### src/rtl/sgnj_pkg.sv
// Shared sign-injection encodings and the bit-level result function.
// Used by the issue arbiter and by FPU decode.
package sgnj_pkg;

    localparam logic [1:0] SGNJ_NEG  = 2'b00;
    localparam logic [1:0] SGNJ_INJ  = 2'b01;
    localparam logic [1:0] SGNJ_INJN = 2'b10;
    localparam logic [1:0] SGNJ_INJX = 2'b11;

    // a is the sign source and b the magnitude source, except for NEG, which only uses a.
    function automatic logic [15:0] sgnj_apply(
        input logic [1:0]  sel,
        input logic [15:0] a,
        input logic [15:0] b
    );
        logic [15:0] r;
        case (sel)
            SGNJ_NEG:  r = {~a[15], a[14:0]};
            SGNJ_INJ:  r = {a[15], b[14:0]};
            SGNJ_INJN: r = {~a[15], b[14:0]};
            SGNJ_INJX: r = {a[15] ^ b[15], b[14:0]};
            default:   r = {~a[15], a[14:0]};
        endcase
        return r;
    endfunction

endpackage

### src/rtl/sgnj_rr_arb2.sv
// Two-way round-robin arbiter with an enable input.
// The winner of a conflict is the requester that was not granted last.
module sgnj_rr_arb2 (
    input  logic       clk,
    input  logic       rst,
    input  logic       en,
    input  logic [1:0] req,
    output logic [1:0] gnt
);

    logic last_r;

    // Grant decode from the current requests and the last winner.
    always_comb begin
        gnt = 2'b00;
        if (!en) begin
            gnt = 2'b00;
        end else if (req == 2'b11) begin
            gnt = last_r ? 2'b01 : 2'b10;
        end else if (req[0]) begin
            gnt = 2'b01;
        end else if (req[1]) begin
            gnt = 2'b10;
        end else begin
            gnt = 2'b00;
        end
    end

    // Remember the last winner; reset to 1 so requester 0 wins the first conflict.
    always_ff @(posedge clk or posedge rst) begin
        if (rst) begin
            last_r <= 1'b1;
        end else if (gnt != 2'b00) begin
            last_r <= gnt[1];
        end else begin
            last_r <= last_r;
        end
    end

endmodule

### src/rtl/sgnj_issue_arbiter.sv
// Two requesters share one registered sign-injection stage.
// Results drain through an in-order FIFO that carries the tag and the source ID.
module sgnj_issue_arbiter
    import sgnj_pkg::*;
#(
    parameter int TAG_W     = 4,
    parameter int OUT_DEPTH = 2
) (
    input  logic             clk,
    input  logic             rst,
    input  logic             req0_valid,
    output logic             req0_ready,
    input  logic [1:0]       req0_sel,
    input  logic [15:0]      req0_a,
    input  logic [15:0]      req0_b,
    input  logic [TAG_W-1:0] req0_tag,
    input  logic             req1_valid,
    output logic             req1_ready,
    input  logic [1:0]       req1_sel,
    input  logic [15:0]      req1_a,
    input  logic [15:0]      req1_b,
    input  logic [TAG_W-1:0] req1_tag,
    output logic             res_valid,
    input  logic             res_ready,
    output logic [15:0]      res_data,
    output logic [TAG_W-1:0] res_tag,
    output logic             res_src,
    output logic             busy
);

    localparam int PTR_W = (OUT_DEPTH > 1) ? $clog2(OUT_DEPTH) : 1;
    localparam int CNT_W = PTR_W + 1;
    localparam logic [CNT_W-1:0] DEPTH_C = CNT_W'(OUT_DEPTH);

    typedef struct packed {
        logic [15:0]      data;
        logic [TAG_W-1:0] tag;
        logic             src;
    } res_t;

    logic [1:0]       gnt_s;
    logic             pop_s;
    logic             can_issue_s;
    logic [CNT_W-1:0] level_s;
    res_t             op_s;
    res_t             head_s;

    res_t             stage_r;
    logic             stage_valid_r;
    res_t             mem_r [OUT_DEPTH];
    logic [PTR_W-1:0] wr_ptr_r;
    logic [PTR_W-1:0] rd_ptr_r;
    logic [CNT_W-1:0] count_r;

    // A pop in this cycle frees a slot, so it counts toward the credit check.
    assign pop_s       = (count_r != {CNT_W{1'b0}}) & res_ready;
    assign level_s     = count_r - {{(CNT_W-1){1'b0}}, pop_s} + {{(CNT_W-1){1'b0}}, stage_valid_r};
    assign can_issue_s = !rst && (level_s < DEPTH_C);

    sgnj_rr_arb2 u_arb (
        .clk (clk),
        .rst (rst),
        .en  (can_issue_s),
        .req ({req1_valid, req0_valid}),
        .gnt (gnt_s)
    );

    assign req0_ready = gnt_s[0];
    assign req1_ready = gnt_s[1];

    // Compute the result of whichever requester won.
    always_comb begin
        op_s = '0;
        if (gnt_s[1]) begin
            op_s = '{data: sgnj_apply(req1_sel, req1_a, req1_b), tag: req1_tag, src: 1'b1};
        end else begin
            op_s = '{data: sgnj_apply(req0_sel, req0_a, req0_b), tag: req0_tag, src: 1'b0};
        end
    end

    // Stage register: holds one granted op for exactly one cycle.
    always_ff @(posedge clk or posedge rst) begin
        if (rst) begin
            stage_valid_r <= 1'b0;
            stage_r       <= '0;
        end else begin
            stage_valid_r <= |gnt_s;
            if (|gnt_s) begin
                stage_r <= op_s;
            end else begin
                stage_r <= stage_r;
            end
        end
    end

    // Result FIFO. Credit gating guarantees room whenever the stage pushes.
    always_ff @(posedge clk or posedge rst) begin
        if (rst) begin
            wr_ptr_r <= '0;
            rd_ptr_r <= '0;
            count_r  <= '0;
            for (int i = 0; i < OUT_DEPTH; i++) begin
                mem_r[i] <= '0;
            end
        end else begin
            if (stage_valid_r) begin
                mem_r[wr_ptr_r] <= stage_r;
                wr_ptr_r        <= wr_ptr_r + PTR_W'(1);
            end else begin
                wr_ptr_r <= wr_ptr_r;
            end
            if (pop_s) begin
                rd_ptr_r <= rd_ptr_r + PTR_W'(1);
            end else begin
                rd_ptr_r <= rd_ptr_r;
            end
            count_r <= count_r + {{(CNT_W-1){1'b0}}, stage_valid_r} - {{(CNT_W-1){1'b0}}, pop_s};
        end
    end

    assign head_s    = mem_r[rd_ptr_r];
    assign res_valid = (count_r != {CNT_W{1'b0}});
    assign res_data  = res_valid ? head_s.data : 16'h0000;
    assign res_tag   = res_valid ? head_s.tag  : {TAG_W{1'b0}};
    assign res_src   = res_valid ? head_s.src  : 1'b0;
    assign busy      = stage_valid_r | res_valid;

endmodule

### config.mk
export PLATFORM = sky130hd
export DESIGN_NAME = sgnj_issue_arbiter
export DESIGN_NICKNAME = d
export VERILOG_FILES = /design/src/rtl/sgnj_pkg.sv /design/src/rtl/sgnj_rr_arb2.sv /design/src/rtl/sgnj_issue_arbiter.sv
export SDC_FILE = /design/constraint.sdc
export NUM_CORES = 1
export LEC_CHECK = 0
export CAP_MARGIN = 20
export CORE_MARGIN = 2
export CORE_UTILIZATION = 51
export DETAILED_ROUTE_END_ITERATION = 10
export GPL_ROUTABILITY_DRIVEN = 1
export PLACE_DENSITY = 0.85
export SLEW_MARGIN = 20
export SYNTH_ARGS = -nofsm -noshare
export SYNTH_HDL_FRONTEND = slang
export SYNTH_SLANG_ARGS = --single-unit
### constraint.sdc
create_clock -name clk -period 6.1 [get_ports clk]
set_input_delay 0.915 -clock clk [delete_from_list [all_inputs] [get_ports clk]]
set_output_delay 0.915 -clock clk [all_outputs]
set_load 0.005 [all_outputs]
==> impl_metrics.json, run 1 <==
{
  "min-delay-start": "mem_r[35]",
  "coreArea_um2": 6832,
  "dieHeight_um": 88.25,
  "instances_no_fill": 510,
  "grt_max_degree": 71,
  "setup_tns_ns": 0,
  "synth_seq_cells": 69,
  "root_buffer": "clkbuf_8",
  "finalHoldViolCount": 0,
  "drt-pass1-iter-count": 4,
  "synth_cell_types": 31,
  "ff_latch_area_um2": 1728,
  "multi_input_area_um2": 1738,
  "outcome": "complete, no violations",
  "r2r_cells": 10,
  "cts_tree": "built",
  "fin_crit_ns": 4.456,
  "start_util_pct": 52.99,
  "cts-htree-levels": 3,
  "clock-sinks": 69,
  "r2r-end": "stage_r[7]",
  "fin_util_pct": 71.03,
  "worst_slew_pin_slew_ns": 0.9801,
  "clock_latency_ns": 0.33,
  "nets": 493,
  "vias": 2716,
  "die_w_um": 88.25,
  "place_congestion": 0.6727,
  "routedWlPerCell_um": 14.85,
  "peakVddDrop_mv": 0.1510,
  "clockBufferDepth": 2,
  "synth_cells": 312,
  "cts_made_buffers": 9,
  "drt_wl_total_mm": 7.571,
  "slew_viol_final": 0,
  "hp-class": "reg2reg",
  "end_kind": "primary output",
  "path_class": "in2out",
  "dpl.cell_count": 495,
  "cts_resized": 0,
  "drive_gt1_share_pct": 20.05,
  "ioPinCount": 106,
  "worstPathRequired_ns": 5.18,
  "place_hpwl_mm": 5.506,
  "synth_seq_area_share_pct": 47.74,
  "grt_overflow_total": 0,
  "drcViolationCount": 0,
  "met1_usage_pct": 26.93,
  "use_met3_pct": 3.358,
  "cp_max_fo": 37,
  "rsz0062_at_grt": "false",
  "syn-num-nets": 395,
  "fmax_mhz": 224.4,
  "grt_util_met2_pct": 33.15,
  "syn_area_um2": 3620,
  "cap_violations": 0,
  "min_path_cells": 1,
  "rows": 30,
  "critical_path_arrival_ns": 3.54,
  "fill_cells": 518,
  "r2r_setup_slack_ns": 3.49,
  "skew_ns": 0.005945,
  "slew_headroom_pct": 34.42,
  "leakagePower_nw": 2.098,
  "cts-hold-fix-buffers": 0,
  "path_clk_slew_ns": 0.06,
  "final_common_cell": "clkdlybuf4s50_1",
  "yosysWarnings": 0,
  "post-route-period-util_pct": 73.04,
  "avgSynthCellArea_um2": 11.60,
  "grt-busiest-layer": "met2",
  "start_kind": "primary input",
  "syn2layout_area_growth_pct": 34.05,
  "p_per_area_nw_per_um2": 440.6,
  "whs_endpoint": "mem_r[35]",
  "drtIter0Drc": 122,
  "dieArea_um2": 7787,
  "grt.total_usage_pct": 20.29,
  "timing.rr.start": "count_r[1]",
  "mostFrequentLayoutCells": "105 x clkdlybuf4s50_1, 68 x dfrtp_1, 42 x mux2_2",
  "post_cts_buffers": 0,
  "grt_pass1_wl_mm": 12.08,
  "final_antenna_net_count": 0,
  "antenna_found_initial": 0,
  "vias_per_cell": 5.325,
  "num_antenna_cells": 0,
  "portBuffers": 105,
  "finalSetupViolations": 0,
  "grt_pass1_vias": 2593
}
[cells by family (layout without fill, tap and decap cells)]
kind of cell | Yosys count | in the layout | share of synthesized area (%)
multiplexers | 82 | 82 | 24.13
AND/OR/NAND/NOR | 70 | 70 | 10.72
flip-flops | 69 | 69 | 47.74
AO/OA/AOI/OAI | 55 | 55 | 10.34
buffers and inverters | 29 | 131 | 4.769
XOR/XNOR | 5 | 5 | 1.624
adder cells (fa/ha/maj) | 2 | 2 | 0.6912
[cell usage after synthesis]
master    count  area, um^2
inv_2         1       3.750
nand2_1      22       82.58
nand4_4       1       21.27
ha_1          2       25.02
buf_4         2       15.01
mux2i_1      40       400.4
o21ai_0      15       75.07
buf_12        1       20.02
dfrtp_1      68        1702
xor2_1        4       35.03
nor2b_1       3       18.77
buf_8         1       15.01
a21oi_1      15       75.07
nor2_2        1       6.260
a22o_1        1       8.760
a21o_1        1       7.510
xnor3_2       1       23.77
dfstp_2       1       26.28
buf_6         3       33.78
clkbuf_1      9       33.78
buf_2         5       25.02
inv_1         6       22.52
or3_2         1       7.510
o211ai_2      1       12.51
nor3_2       15       150.1
nor2_1       27       101.4
mux2_2       42       473.0
buf_1         1       3.750
a21boi_0      2       15.01
o21ai_1       4       20.02
a221o_1      16       160.2
[per-layer routing]
| metal | part of all wire [%] | routed length (um) |
|---|---|---|
| met1 | 45 | 3383 |
| met2 | 48 | 3648 |
| met3 | 5.5 | 420 |
| met4 | 1.6 | 119 |
| met5 | 0 | 0 |
[stage by stage]
stage	hold WS (ns)	area, um^2	power [mW]	setup WS (ns)
after floorplan	0.4618	3620	1.482	1.899
after global placement	0.4839	4688	1.803	1.672
after detailed placement	0.4953	4688	1.851	1.633
after CTS	0.5095	4847	2.158	1.612
after global routing	0.5199	4852	2.283	1.490
final	0.5065	4852	2.138	1.644
[final cells by class]
type | count | share of cell area, %
inverter | 7 | 0.5415
multi-input combinational | 214 | 35.82
clock buffer | 13 | 3.069
timing repair buffer | 109 | 22.28
sequential | 69 | 35.61
tap | 96 | 2.476
clock inverter | 2 | 0.2063
[critical path, cell delays in order]
cell and delay, ns:
clkdlybuf4s50_1 0.45, nor2b_1 0.19, ha_1 0.25, inv_1 0.06, ha_1 0.14, xnor3_2 0.23, nand4_4 0.55, inv_2 0.20
clkdlybuf4s50_1 0.53
[how the worst max path moves through the flow]
stage              start    endpoint  cells after the start
2_1_floorplan        rst  req1_ready                      4
3_3_place_gp   res_ready  req1_ready                      9
3_5_place_dp   res_ready  req1_ready                      9
4_1_cts        res_ready  req1_ready                      9
5_1_grt        res_ready  req1_ready                      9
6_report       res_ready  req1_ready                      9
[report_power, final]
part	switching (mW)	internal, mW	total, mW	leakage (nW)
combinational	0.444	0.581	1.02	1.15
sequential	0.134	0.676	0.809	0.862
clock	0.148	0.156	0.304	0.0833
total	0.726	1.41	2.14	2.10
[sequential cells by signal, indices dropped and copies added (netlist names)]
name           cells
stage_valid_r      1
wr_ptr_r           1
count_r            2
mem_r             42
u_arb.last_r       1
stage_r           21
rd_ptr_r           1
No activity file was read; power rests on OpenSTA's default activity.
==> run 2, diff against run 1 <==
CORE_UTILIZATION = 43   (was 51)
PLACE_DENSITY = 0.77   (was 0.85)
clock period = 3.65 ns   (was 6.1 ns; I/O delays follow)
==> impl_metrics.json, run 2 (synthesis gave the netlist of run 1 again) <==
{
  "outcome": "complete, no violations",
  "clockBufferDepth": 2,
  "fin_ws_ns": 0.2880,
  "setup_tns_ns": 0,
  "critical_path_arrival_ns": 2.81,
  "path_clk_slew_ns": 0.07,
  "die_w_um": 95.75,
  "final_antenna_net_count": 0,
  "hp-class": "reg2reg",
  "drt-pass1-iter-count": 4,
  "root_buffer": "clkbuf_8",
  "drive_gt1_share_pct": 21.10,
  "start_kind": "primary input",
  "grt_util_met2_pct": 28.90,
  "clock-sinks": 69,
  "reg_top3": "mem_r x42, stage_r x21, count_r x2",
  "post_cts_buffers": 0,
  "fin_crit_ns": 3.362,
  "path_class": "in2out",
  "met1_usage_pct": 24.46,
  "rsz0062_at_grt": "false",
  "post-route-period-util_pct": 92.11,
  "use_met3_pct": 5.090,
  "p_per_area_nw_per_um2": 758.5,
  "instances_no_fill": 522,
  "dieArea_um2": 9168,
  "rows": 33,
  "grt_overflow_total": 0,
  "end_kind": "primary output",
  "dpl.cell_count": 506,
  "min-delay-start": "mem_r[24]",
  "slew_viol_final": 0,
  "fmax_mhz": 297.4,
  "cts-hold-fix-buffers": 0,
  "min_path_cells": 1,
  "fin_util_pct": 60.51,
  "worst_slew_pin_slew_ns": 1.043,
  "finalHoldViolCount": 0,
  "grt_max_degree": 46,
  "antenna_found_initial": 0,
  "clock_latency_ns": 0.34,
  "cts_made_buffers": 9,
  "num_antenna_cells": 0,
  "cts_resized": 0,
  "slew_headroom_pct": 30.21,
  "cap_violations": 0,
  "place_congestion": 0.7654,
  "portBuffers": 105,
  "peakVddDrop_mv": 0.2571,
  "vias": 2721,
  "r2r_cells": 10,
  "final_common_cell": "clkdlybuf4s50_1",
  "holdWs_ns": 0.5072,
  "drcViolationCount": 0,
  "start_util_pct": 44.28,
  "r2r_setup_slack_ns": 1.09,
  "fill_cells": 703,
  "largest_reg_flops": 42,
  "finalPower_mw": 3.753,
  "skew_ns": 0.006498,
  "grt_pass1_wl_mm": 12.63,
  "grt_pass1_vias": 2646,
  "cts_tree": "built",
  "whs_endpoint": "mem_r[24]",
  "grt-busiest-layer": "met2",
  "routedWlPerCell_um": 15.09,
  "syn2layout_area_growth_pct": 36.67,
  "mostFrequentLayoutCells": "105 x clkdlybuf4s50_1, 68 x dfrtp_1, 42 x mux2_2",
  "dieHeight_um": 95.75,
  "leakagePower_nw": 2.129,
  "place_hpwl_mm": 5.606,
  "design_area_um2": 4947,
  "grt.total_usage_pct": 18.26,
  "largest-register": "mem_r",
  "r2r-end": "stage_r[6]",
  "ioPinCount": 106,
  "drtIter0Drc": 39,
  "coreArea_um2": 8175,
  "cp_max_fo": 3,
  "drt_wl_total_mm": 7.877,
  "place_ws_ns": 0.2659,
  "post_dp_cell_area_um2": 4727,
  "cts-htree-levels": 3,
  "vias_per_cell": 5.213,
  "finalSetupViolations": 0,
  "timing.rr.start": "count_r[1]",
  "nets": 495,
  "worstPathRequired_ns": 3.10
}
run 2: layout make-up:
class,instances,area [um^2],share of cell area (%)
inverters,7,26.28,0.5311
multi-input cells,214,1738,35.13
flip-flops and latches,69,1728,34.93
clock buffers,10,127.6,2.580
repair buffers,111,1109,22.41
clock inverters,6,87.58,1.770
well taps,105,131.4,2.656
run 2: worst max path at each step:
| stage | from | end | slack [ns] | cells after the start |
|---|---|---|---|---|
| floorplan | rst | req1_ready | 0.18 | 4 |
| global placement | res_ready | req0_ready | 0.31 | 11 |
| detailed placement | res_ready | req0_ready | 0.27 | 11 |
| CTS | res_ready | req0_ready | 0.26 | 11 |
| global route | res_ready | req0_ready | 0.09 | 11 |
| finish | res_ready | req0_ready | 0.29 | 11 |
run 2: report_power, final:
part | total [mW] | leakage (nW) | switching (mW) | internal [mW]
combinational | 1.74 | 1.17 | 0.745 | 0.990
clock | 0.669 | 0.0985 | 0.285 | 0.383
sequential | 1.35 | 0.862 | 0.220 | 1.13
run 2: metal layers:
metal / up-vias / share of wire [%]
li1: 1315 / -
met2: 100 / 47
met1: 1298 / 44
met4: 0 / 1.6
met3: 8 / 7.1
met5: - / 0
run 2: critical path: stages:
cell and delay (ns):
clkdlybuf4s50_1 0.45, nor2b_1 0.21, ha_1 0.26, inv_1 0.05, ha_1 0.14, xnor3_2 0.23
inv_1 0.07, nor2_1 0.12, nand2_1 0.10, nor2_1 0.12, clkdlybuf4s50_1 0.51
